## config.mk

```make
export PLATFORM = sky130hd
export DESIGN_NAME = accum_ctrl_flat
export DESIGN_NICKNAME = d
export VERILOG_FILES = /design/src/rtl/accum_ctrl_pkg.sv /design/src/rtl/accum_ctrl_if.sv /design/src/rtl/accum_ctrl_full_adder.sv /design/src/rtl/accum_ctrl.sv /design/src/flat_wrapper.sv
export SDC_FILE = /design/constraint.sdc
export NUM_CORES = 1
export LEC_CHECK = 0
export ABC_CLOCK_PERIOD_IN_PS = 2560
export BUFFER_PORTS_ARGS = -buffer_cell sky130_fd_sc_hd__buf_2
export CAP_MARGIN = 20
export CORE_UTILIZATION = 52
export CTS_CLUSTER_SIZE = 14
export DETAILED_ROUTE_END_ITERATION = 6
export PLACE_DENSITY = 0.9
export SLEW_MARGIN = 5
export SYNTH_ARGS = -nofsm -noshare
export SYNTH_HDL_FRONTEND = slang
export SYNTH_SLANG_ARGS = --single-unit
export TNS_END_PERCENT = 10
```

## constraint.sdc

```tcl
create_clock -name clk -period 2.56 [get_ports clk]
set_clock_uncertainty 0.2 [all_clocks]
set_input_delay 0.128 -clock clk [delete_from_list [all_inputs] [get_ports clk]]
set_output_delay 0.128 -clock clk [all_outputs]
set_load 0.01 [all_outputs]
```

## src/rtl/accum_ctrl_pkg.sv

```systemverilog
// Shared definitions for the accumulator controller: default sizes and FSM state encoding.
package accum_defs;

    localparam int unsigned DEF_WIDTH = 8;
    localparam int unsigned DEF_CNT_W = 4;

    typedef enum logic [1:0] {
        ST_IDLE  = 2'd0,
        ST_ACCUM = 2'd1,
        ST_DONE  = 2'd2
    } state_e;

endpackage

```

## src/rtl/accum_ctrl_if.sv

```systemverilog
// Bundles the start/len request, operand input handshake and result output handshake.
interface accum_ctrl_if
    import accum_defs::*;
#(
    parameter int unsigned WIDTH = DEF_WIDTH,
    parameter int unsigned CNT_W = DEF_CNT_W
);

    logic             start;
    logic [CNT_W-1:0] len;
    logic             in_valid;
    logic             in_ready;
    logic [WIDTH-1:0] in_data;
    logic             out_valid;
    logic             out_ready;
    logic [WIDTH-1:0] out_sum;
    logic             out_ovf;
    logic             busy;

    modport master (
        output start, len, in_valid, in_data, out_ready,
        input  in_ready, out_valid, out_sum, out_ovf, busy
    );

    modport slave (
        input  start, len, in_valid, in_data, out_ready,
        output in_ready, out_valid, out_sum, out_ovf, busy
    );

endinterface

```

## src/rtl/accum_ctrl_full_adder.sv

```systemverilog
// Combinational WIDTH-bit adder; c[0] carries the carry-out, upper bits of c are always zero.
module full_adder #(
    parameter int unsigned WIDTH = 8
) (
    input  logic [WIDTH-1:0] a,
    input  logic [WIDTH-1:0] b,
    output logic [WIDTH-1:0] s,
    output logic [WIDTH-1:0] c
);

    logic [WIDTH:0] total;

    always_comb begin
        total = {1'b0, a} + {1'b0, b};
        s     = total[WIDTH-1:0];
        c     = '0;
        c[0]  = total[WIDTH];
    end

endmodule

```

## src/rtl/accum_ctrl.sv

```systemverilog
// Sequence-summation controller: accepts LEN operands, accumulates through full_adder,
// then offers the wrapped sum and a sticky carry flag on the output handshake.
module accum_ctrl
    import accum_defs::*;
#(
    parameter int unsigned WIDTH = DEF_WIDTH,
    parameter int unsigned CNT_W = DEF_CNT_W
) (
    input  logic         clk,
    input  logic         rst_n,
    accum_ctrl_if.slave  bus
);

    state_e           state_q, state_d;
    logic [WIDTH-1:0] acc_q, acc_d;
    logic             ovf_q, ovf_d;
    logic [CNT_W-1:0] cnt_q, cnt_d;
    logic [CNT_W-1:0] len_q, len_d;

    logic [WIDTH-1:0] add_s;
    logic [WIDTH-1:0] add_c;
    logic             carry;

    full_adder #(.WIDTH(WIDTH)) u_full_adder (
        .a (acc_q),
        .b (bus.in_data),
        .s (add_s),
        .c (add_c)
    );

    // Upper carry bits are guaranteed zero, so reducing the whole vector equals c[0].
    assign carry = |add_c;

    always_comb begin
        state_d = state_q;
        acc_d   = acc_q;
        ovf_d   = ovf_q;
        cnt_d   = cnt_q;
        len_d   = len_q;
        case (state_q)
            ST_IDLE: begin
                if (bus.start) begin
                    len_d   = bus.len;
                    acc_d   = '0;
                    cnt_d   = '0;
                    ovf_d   = 1'b0;
                    state_d = (bus.len == '0) ? ST_DONE : ST_ACCUM;
                end
            end
            ST_ACCUM: begin
                if (bus.in_valid) begin
                    acc_d = add_s;
                    ovf_d = ovf_q | carry;
                    cnt_d = cnt_q + CNT_W'(1);
                    if (cnt_q == len_q - CNT_W'(1)) begin
                        state_d = ST_DONE;
                    end
                end
            end
            ST_DONE: begin
                if (bus.out_ready) begin
                    state_d = ST_IDLE;
                end
            end
            default: state_d = ST_IDLE;
        endcase
    end

    always_ff @(posedge clk or negedge rst_n) begin
        if (!rst_n) begin
            state_q <= ST_IDLE;
            acc_q   <= '0;
            ovf_q   <= 1'b0;
            cnt_q   <= '0;
            len_q   <= '0;
        end else begin
            state_q <= state_d;
            acc_q   <= acc_d;
            ovf_q   <= ovf_d;
            cnt_q   <= cnt_d;
            len_q   <= len_d;
        end
    end

    assign bus.in_ready  = (state_q == ST_ACCUM);
    assign bus.out_valid = (state_q == ST_DONE);
    assign bus.busy      = (state_q != ST_IDLE);
    assign bus.out_sum   = acc_q;
    assign bus.out_ovf   = ovf_q;

endmodule

```

## src/flat_wrapper.sv

```systemverilog
// flat-port wrapper written by rule: the top's interface ports become plain ports
module accum_ctrl_flat import accum_defs::*;
#(
    parameter int unsigned WIDTH = DEF_WIDTH,
    parameter int unsigned CNT_W = DEF_CNT_W
)
  (clk, rst_n, bus_start, bus_len, bus_in_valid, bus_in_data, bus_out_ready, bus_in_ready, bus_out_valid, bus_out_sum, bus_out_ovf, bus_busy);
  accum_ctrl_if #(.WIDTH(WIDTH), .CNT_W(CNT_W)) bus_i ();
  input  logic clk;
  input  logic rst_n;
  input wire logic [$bits(bus_i.start)-1:0] bus_start;
  input wire logic [$bits(bus_i.len)-1:0] bus_len;
  input wire logic [$bits(bus_i.in_valid)-1:0] bus_in_valid;
  input wire logic [$bits(bus_i.in_data)-1:0] bus_in_data;
  input wire logic [$bits(bus_i.out_ready)-1:0] bus_out_ready;
  output wire logic [$bits(bus_i.in_ready)-1:0] bus_in_ready;
  output wire logic [$bits(bus_i.out_valid)-1:0] bus_out_valid;
  output wire logic [$bits(bus_i.out_sum)-1:0] bus_out_sum;
  output wire logic [$bits(bus_i.out_ovf)-1:0] bus_out_ovf;
  output wire logic [$bits(bus_i.busy)-1:0] bus_busy;
  assign bus_i.start = bus_start;
  assign bus_i.len = bus_len;
  assign bus_i.in_valid = bus_in_valid;
  assign bus_i.in_data = bus_in_data;
  assign bus_i.out_ready = bus_out_ready;
  assign bus_in_ready = bus_i.in_ready;
  assign bus_out_valid = bus_i.out_valid;
  assign bus_out_sum = bus_i.out_sum;
  assign bus_out_ovf = bus_i.out_ovf;
  assign bus_busy = bus_i.busy;
  accum_ctrl #(.WIDTH(WIDTH), .CNT_W(CNT_W)) u_core (.clk(clk), .rst_n(rst_n), .bus(bus_i));
endmodule
```

==> reports/summary.md, run 1 <==
The run finished with clean final reports. After detailed routing, the wire length on met1 is 1.18 mm. The maximum fanout count along the critical path is 4. The cell count after synthesis came out at 119. Number of clock sinks: 19.

The number of different library cells used by synthesis comes to 37. The most used flip-flop cell after synthesis is sky130_fd_sc_hd__dfrtp_1. The initial DRC count is 30, and the chip width is 49.9 microns. The pre-CTS setup slack is 0.246 ns.

Critical path depth in cells: 9. STA classifies the critical path endpoint as a flop. Final critical path time including I/O delays and setup: 2.36 ns. The cell class contributing the biggest share of worst-path delay is buffers and inverters.

Setup repair after global routing left no endpoint under its margin. The tools report the sequential area share after synthesis as 0.399. The worst hold path class was primary input to flop. For the total wirelength of the detailed-routed design, the log shows 2.50 mm. On the final layout, the worst hold slack is 0.0427 ns. For the via count of the routed design, the log shows 1,038. The initial standard-cell utilization of the core was 0.578.

The total area inside the core boundary comes to 0.00206 sq mm. The top routing layer in use was met4. The fraction of final layout cells with drive strength greater than 1 was 0.266; the detailed-router iteration count before antenna repair was 6. For the pin with the worst max-slew slack, the measured transition is 0.464 ns.

The slowest stage of the critical path belongs to the cell sky130_fd_sc_hd__dlygate4sd3_1. The startpoint-to-endpoint class of the critical path was primary input to flop. From synthesis to final layout, the design area changed by 23.3%.

Remaining routing DRC violations: 0. Pin placement for this block handled 29 I/O pins. The run gives 0 as the initial antenna violation count.

Excluding fillers, the count of instances in the completed layout stands at 185. After clock tree synthesis, the clock-pin slew on the worst setup and hold paths is 0.11 ns. The worst register-to-register path begins at u_core.bus.out_sum[0]$_DFFE_PN0P_.

In this run the cell area of the synthesized design comes to 0.00119 sq mm. Once routing completed, OpenROAD measured the worst setup slack at 0.201 ns. Termination of the worst setup path: u_core.bus.out_sum[6]$_DFFE_PN0P_. Along the worst hold path, the cell count comes to 3. The number of flops mapped to enable cells by yosys is 0, and the share of the clock period used by the worst path after layout is 0.922. Once detail routing completed, the nets flagged for antenna violations numbered 0. The number of antenna diodes in the final layout is 0. The filler cell count was 158; the sum of negative setup slack was 0 ns. The share of synthesized registers carrying an async set or reset was 1.00; the leakage power figure was 0.000693 uW.

Worst slew margin relative to its limit: 0.690. The total congestion overflow is 0. The launching instance or port of the critical path is bus_in_data[0]. For the highest clock frequency the design can meet, the log shows 424 MHz. TritonCTS built the clock tree. The logic depth of the worst register-to-register path was 7; the clock latency reported for the late side of the worst-skew pair was 0.30 ns. The capture point of the worst reg-to-reg path was u_core.bus.out_sum[6]$_DFFE_PN0P_. In this run, CTS created clock tree buffers numbering 3. The post-synthesis sequential element count is 19, and the maximum number of pins on one net before global-route repair is 20. At the worst endpoint, the required time is 2.61 ns.

The logs give 0 for the synthesis warning total and 981 for the via count of the first global-routing pass. The die covers 0.00249 sq mm. Final max-slew violation count: 0.

The floorplan step set the die height to 49.9 microns. The floorplan has 16 rows. The power density over the cells works out to 1140 mW/mm^2.

The cell sitting at the root of the clock tree is a sky130_fd_sc_hd__clkbuf_4. The worst setup path is launched from a primary input. For this run, the slowest stage of the critical path takes 0.54 ns. The synthesized area per cell is 10.0 sq um, and the number of H-tree levels is 1. VDD sags by at most 739 uV.

Detailed placement finished with a half-perimeter wire length of 1.86 mm. The overall power was 1680 uW. Counting every net in the synthesized netlist gives 147. The run gives 0.24 ns as the slack of the worst reg-to-reg path. The number of buffer and inverter stages on the critical path is 2.

The logs give 0 for the final hold violation count and 1.20 mm for the wire length on met2. After detailed routing, the met3 layer carries 94 microns of wire. The logs give 0 for the count of endpoints failing setup in the final report and 0 for the number of maximum-capacitance constraint violations.

The logs give 187 for the net count of the finished layout and 172 for the cell total after placement. No sink is reached through more buffers than the 2 on the longest clock path. STA puts the critical path data arrival time at 2.41 ns.

After detailed routing, the number of vias per cell comes to 5.61. The routability-driven placement congestion ratio was 0.816. The routed wire length per instance is 13.5 microns, and the overall track demand over capacity in global routing is 0.226.

Walking the worst path, the cells encountered are dlygate4sd3_1, buf_2, ha_1, fa_1, a21oi_2, o21ai_2, or4b_1, nand4_1, a22o_2. The first global-routing pass estimated 4.27 mm of wire. Buffers placed on the I/O ports in this run total 28.
==> power by group <==
part	internal (uW)	switching, uW
Combinational	451	486
Clock	60.8	94.9
Sequential	439	147
Total	950	728
==> tightest hold or removal path, delay by kind of cell <==
kind	cells	cell delay, ns
fa+ha+maj	1	0.15
compound gates	1	0.13
buf+inv	1	0.10
==> cells by family (layout without fill, tap and decap cells) <==
logic type	after synthesis	count (layout)	share of synthesized area
xor gates and xnor gates	11	11	0.0808
and+or+nand+nor	41	41	0.188
AOI/OAI and AO/OA	29	29	0.164
buffers and inverters	5	44	0.0199
DFF	19	19	0.399
muxes	3	3	0.0273
adders and majority gates	11	11	0.122
==> cell usage after synthesis, types with 2 or more instances <==
cell,number,share of area
sky130_fd_sc_hd__nor2b_1,2,0.010
sky130_fd_sc_hd__nand4_1,2,0.010
sky130_fd_sc_hd__nand2_1,16,0.050
sky130_fd_sc_hd__nor2_1,5,0.016
sky130_fd_sc_hd__mux2_2,2,0.019
sky130_fd_sc_hd__a21oi_1,3,0.013
sky130_fd_sc_hd__or2_2,2,0.010
sky130_fd_sc_hd__nand3b_1,2,0.013
sky130_fd_sc_hd__nor2_2,2,0.010
sky130_fd_sc_hd__xor2_1,6,0.044
sky130_fd_sc_hd__inv_1,3,0.0094
sky130_fd_sc_hd__dfrtp_1,19,0.40
sky130_fd_sc_hd__xnor2_1,5,0.037
sky130_fd_sc_hd__o21ai_0,11,0.046
sky130_fd_sc_hd__ha_1,10,0.10
sky130_fd_sc_hd__a211oi_1,3,0.019
sky130_fd_sc_hd__nor4_1,2,0.010
sky130_fd_sc_hd__nor3_1,3,0.013
sky130_fd_sc_hd__a22o_1,3,0.022
==> layout make-up <==
type	count	area, sq um	area share
clock buffer	4	26.3	0.0179
tap	27	33.8	0.0230
timing repair buffer	37	230	0.157
multi-input combinational	95	693	0.471
sequential	19	475	0.323
inverter	3	11.3	0.00766
==> per-stage QoR <==
stage	util	area [sq um]
3_5_place_dp	0.657	1350
3_3_place_gp	0.657	1350
6_report	0.713	1470
5_1_grt	0.713	1470
4_1_cts	0.713	1470
2_1_floorplan	-	1190
==> layer usage <==
metal  global-route usage  vias up
met5                    0        -
met4               0.0810        0
met3               0.0278        3
met2                0.369       36
met1                0.305      485
li1                     -      514
==> worst min-delay path by stage <==
stage	startpoint	end	slack, ns
detailed placement	rst_n	u_core.cnt_q[2]$_DFFE_PN0P_	-0.10
global route	bus_in_data[1]	u_core.bus.out_sum[1]$_DFFE_PN0P_	0.05
global placement	rst_n	u_core.bus.out_sum[0]$_DFFE_PN0P_	-0.11
CTS	bus_in_data[1]	u_core.bus.out_sum[1]$_DFFE_PN0P_	0.05
finish	bus_in_data[1]	u_core.bus.out_sum[1]$_DFFE_PN0P_	0.04
floorplan	rst_n	u_core.bus.out_ovf$_DFFE_PN0P_	-0.37
==> repair_timing <==
| action | in CTS | in global routing |
|---|---|---|
| setup buffers | 0 | 0 |
| hold endpoints to repair | 27 | 0 |
| hold buffers | 9 | 0 |
| endpoints found under the setup margin | 0 | 0 |
| gates resized for setup | 0 | 0 |
==> placed cells by master (no fill, tap or decap), types with 5 or more instances in the layout <==
cell type                       count
sky130_fd_sc_hd__ha_1              10
sky130_fd_sc_hd__nand2_1           16
sky130_fd_sc_hd__o21ai_0           11
sky130_fd_sc_hd__dfrtp_1           19
sky130_fd_sc_hd__nor2_1             5
sky130_fd_sc_hd__xor2_1             6
sky130_fd_sc_hd__dlygate4sd3_1      9
sky130_fd_sc_hd__buf_2             28
sky130_fd_sc_hd__xnor2_1            5
==> state kept, by name (all words and copies together), names as in the netlist <==
name and flops:
u_core.len_q 4, u_core.bus.out_sum 8, u_core.cnt_q 4, u_core.bus.out_ovf 1, u_core.state_q 2
Power figures use the tool's default switching activity.
==> run 2, diff against run 1 <==
--- a/config.mk
+++ b/config.mk
@@ -12,6 +12,7 @@
 export CTS_CLUSTER_SIZE = 14
 export DETAILED_ROUTE_END_ITERATION = 6
 export PLACE_DENSITY = 0.9
+export REMOVE_ABC_BUFFERS = 1
 export SLEW_MARGIN = 5
 export SYNTH_ARGS = -nofsm -noshare
 export SYNTH_HDL_FRONTEND = slang
==> reports/summary.md, run 2 (same netlist as run 1, synthesis figures left out) <==
The share of total power in sequential cells was 0.348 (about the same); the slew at the pin closest to its max-slew limit was 0.471 ns (+0.00620 ns). The logs give 19 (unchanged) for the number of clock sinks and 148 (-6.3%) for the filler cell count. The logs give 0 (unchanged) for the initial antenna violation count and 1,083 (+10%) for the via count of the first global-routing pass. Leakage power figure: 0.000689 uW (-0.60%). The tools report the clock tree root buffer cell as sky130_fd_sc_hd__clkbuf_4. The logs give 16 (unchanged) for the row count and 0 (unchanged) for the number of inserted diodes.

The library cells used most frequently in the layout, excluding fill and tap cells, are 28 x sky130_fd_sc_hd__buf_2, 19 x sky130_fd_sc_hd__dfrtp_1, 16 x sky130_fd_sc_hd__nand2_1. The tools report the startpoint type of the worst setup path as a primary input. Maximum fanout count along the critical path: 4 (unchanged). The count of buffers from port buffering was 28 (unchanged).

The total congestion overflow came out at 0 (unchanged). The flow ran to the end, and the final reports show no timing, DRC or antenna violations. The run gives 0 (unchanged) as the final max-slew violation count. From synthesis to final layout, the design area changed by 22.5%.

For the sum of negative setup slack, the log shows 0 ns (unchanged). Traced cell by cell, the critical path runs through dlygate4sd3_1, buf_2, ha_1, fa_1, a21oi_2, o21ai_2, or4b_1, nand4_1, a22o_2. The logs give 0 (unchanged) for the count of endpoints failing setup in the final report and 0 (unchanged) for the number of maximum-capacitance constraint violations. The area enclosed by the die boundary was 0.00249 sq mm (unchanged). The total clock buffers created by CTS was 3 (unchanged); the post-CTS setup buffer count was 0 (unchanged). The relative contribution of the clock network to total power is 0.093 (about the same). The initial DRC count came out at 13 (-57%). Setup repair after global routing left no endpoint under its margin.

The detailed-router iteration count before antenna repair is 4 (-2). The cell with the biggest individual delay on the critical path is sky130_fd_sc_hd__dlygate4sd3_1. The routability-driven placement congestion ratio came out at 0.782 (-4.2%).

The routed wire length per instance was 13.8 microns (+2.1%); the final critical path time including I/O delays and setup was 2.36 ns (+0.00540 ns). The share of the clock period used by the worst path after layout is 0.924 (+0.00211), and the maximum number of pins on one net before global-route repair is 20 (unchanged). For the core region area, the log shows 0.00206 sq mm (unchanged).

The maximum clock path buffer count is 2 (unchanged), and the reported net switching power is 726 uW (-0.17%). For the first-pass GRT wire length, the log shows 4.55 mm (+6.5%). The final cell utilization of the core is 0.708 (-0.00485), and the highest clock frequency the design can meet is 423 MHz (-0.23%). The via count of the routed design was 1,025 (-1.3%); the flip-flop count of the largest register, all copies and words added was 8 (unchanged). The power density over the cells works out to 1150 mW/mm^2 (+0.50%).

The final hold violation count was 0 (unchanged). The net count of the finished layout was 186 (-0.53%); the via-per-instance ratio was 5.57 (-0.72%). For the data arrival time of the critical path, the log shows 2.41 ns (about the same). The fraction of final layout cells with drive strength greater than 1 is 0.268 (+0.00169). Maximum single-stage delay on the critical path: 0.53 ns (about the same). The net switching fraction of the power was 0.434 (about the same).

TritonCTS built the clock tree. The estimated wirelength of the detail-placed design was 1.84 mm (-0.97%); the internal power of the cells was 948 uW (-0.20%). The chip width was 49.9 microns (unchanged); the fraction of power consumed by combinational cells was 0.558 (about the same).

The run gives 794 uV (+7.3%) as the worst-case vdd ir drop. The critical path is of the primary input to flop type. The clock latency reported for the late side of the worst-skew pair was 0.30 ns (about the same); the worst slew margin relative to its limit was 0.686 (-0.00414).

For the number of H-tree levels, the log shows 1 (unchanged). The tools report the initial standard-cell utilization of the core as 0.578 (unchanged). The library cell used most frequently in the layout, excluding fill and tap cells, is sky130_fd_sc_hd__buf_2. Total wirelength of the detailed-routed design: 2.54 mm (+1.6%). Count of nets left with antenna violations after detail routing: 0 (unchanged).

Remaining routing DRC violations: 0 (unchanged). The tools report the combined flip-flop and latch cell area as 475 sq um (unchanged). Type of element capturing the critical path: a flop. The number of placed I/O pins is 29 (unchanged). The die height works out to 49.9 microns (unchanged).

The area of the multi-input gates is 693 sq um (unchanged). The worst hold path class was primary input to flop. The CTS clock-pin slew for the worst setup and hold paths is 0.11 ns (about the same). The logs give 2.61 ns (about the same) for the required time of the worst setup path and 0.239 (+0.0134) for the overall track demand over capacity in global routing.
[run 2: area by class of cell]
cell class                 count  area share
sequential                    19       0.326
multi-input combinational     95       0.475
inverter                       3     0.00771
tap                           27      0.0231
clock buffer                   4      0.0180
timing repair buffer          36       0.151
[run 2: per-stage QoR]
| stage | hold slack, ns | total power (uW) | std cells | worst slack (ns) | instance area, sq um |
|---|---|---|---|---|---|
| 6_report | 0.00758 | 1670 | 184 | 0.195 | 1460 |
| 4_1_cts | 0.00106 | 1680 | 184 | 0.208 | 1460 |
| 5_1_grt | 0.0166 | 1830 | 184 | 0.143 | 1460 |
| 3_5_place_dp | -0.100 | 1510 | 172 | 0.263 | 1350 |
| 3_3_place_gp | -0.113 | 1460 | 172 | 0.347 | 1350 |
| 2_1_floorplan | -0.368 | 1260 | 117 | 0.346 | 1180 |
[run 2: final timing paths]
kind	from	end	slack [ns]	cells after the start
max in group asynchronous	rst_n	u_core.cnt_q[3]$_DFFE_PN0P_	1.76	2
min in group asynchronous	rst_n	u_core.cnt_q[0]$_DFFE_PN0P_	0.09	2
worst max register to register	u_core.bus.out_sum[0]$_DFFE_PN0P_	u_core.bus.out_sum[6]$_DFFE_PN0P_	0.23	7
worst min-delay path	bus_in_data[7]	u_core.bus.out_ovf$_DFFE_PN0P_	0.008	3
worst max-delay path	bus_in_data[0]	u_core.bus.out_sum[6]$_DFFE_PN0P_	0.20	9
worst min register to register	u_core.bus.out_ovf$_DFFE_PN0P_	u_core.bus.out_ovf$_DFFE_PN0P_	0.32	1
[run 2: critical path, delay by kind of cell]
family          cells  cell delay [ns]
fa+ha+maj           2             0.63
compound gates      3             0.42
buf+inv             2             0.65
simple gates        2             0.59
[run 2: power groups by stage]
stage / registers [uW] / clock network, uW / logic, uW
floorplan: 595 / 0 / 663
global placement: 574 / 0 / 886
detailed placement: 585 / 0 / 926
CTS: 579 / 160 / 938
global route: 606 / 171 / 1060
finish: 583 / 156 / 935
[run 2: routing by layer]
layer,part of all wire,GRT usage
met3,0.034,0.0432
met2,0.53,0.441
met1,0.42,0.265
met5,0,0
met4,0.019,0.100
[run 2: timing repair]
action	4_1_cts	5_1_grt
hold endpoints to repair	26	0
resized for setup	0	0
hold buffers	8	0
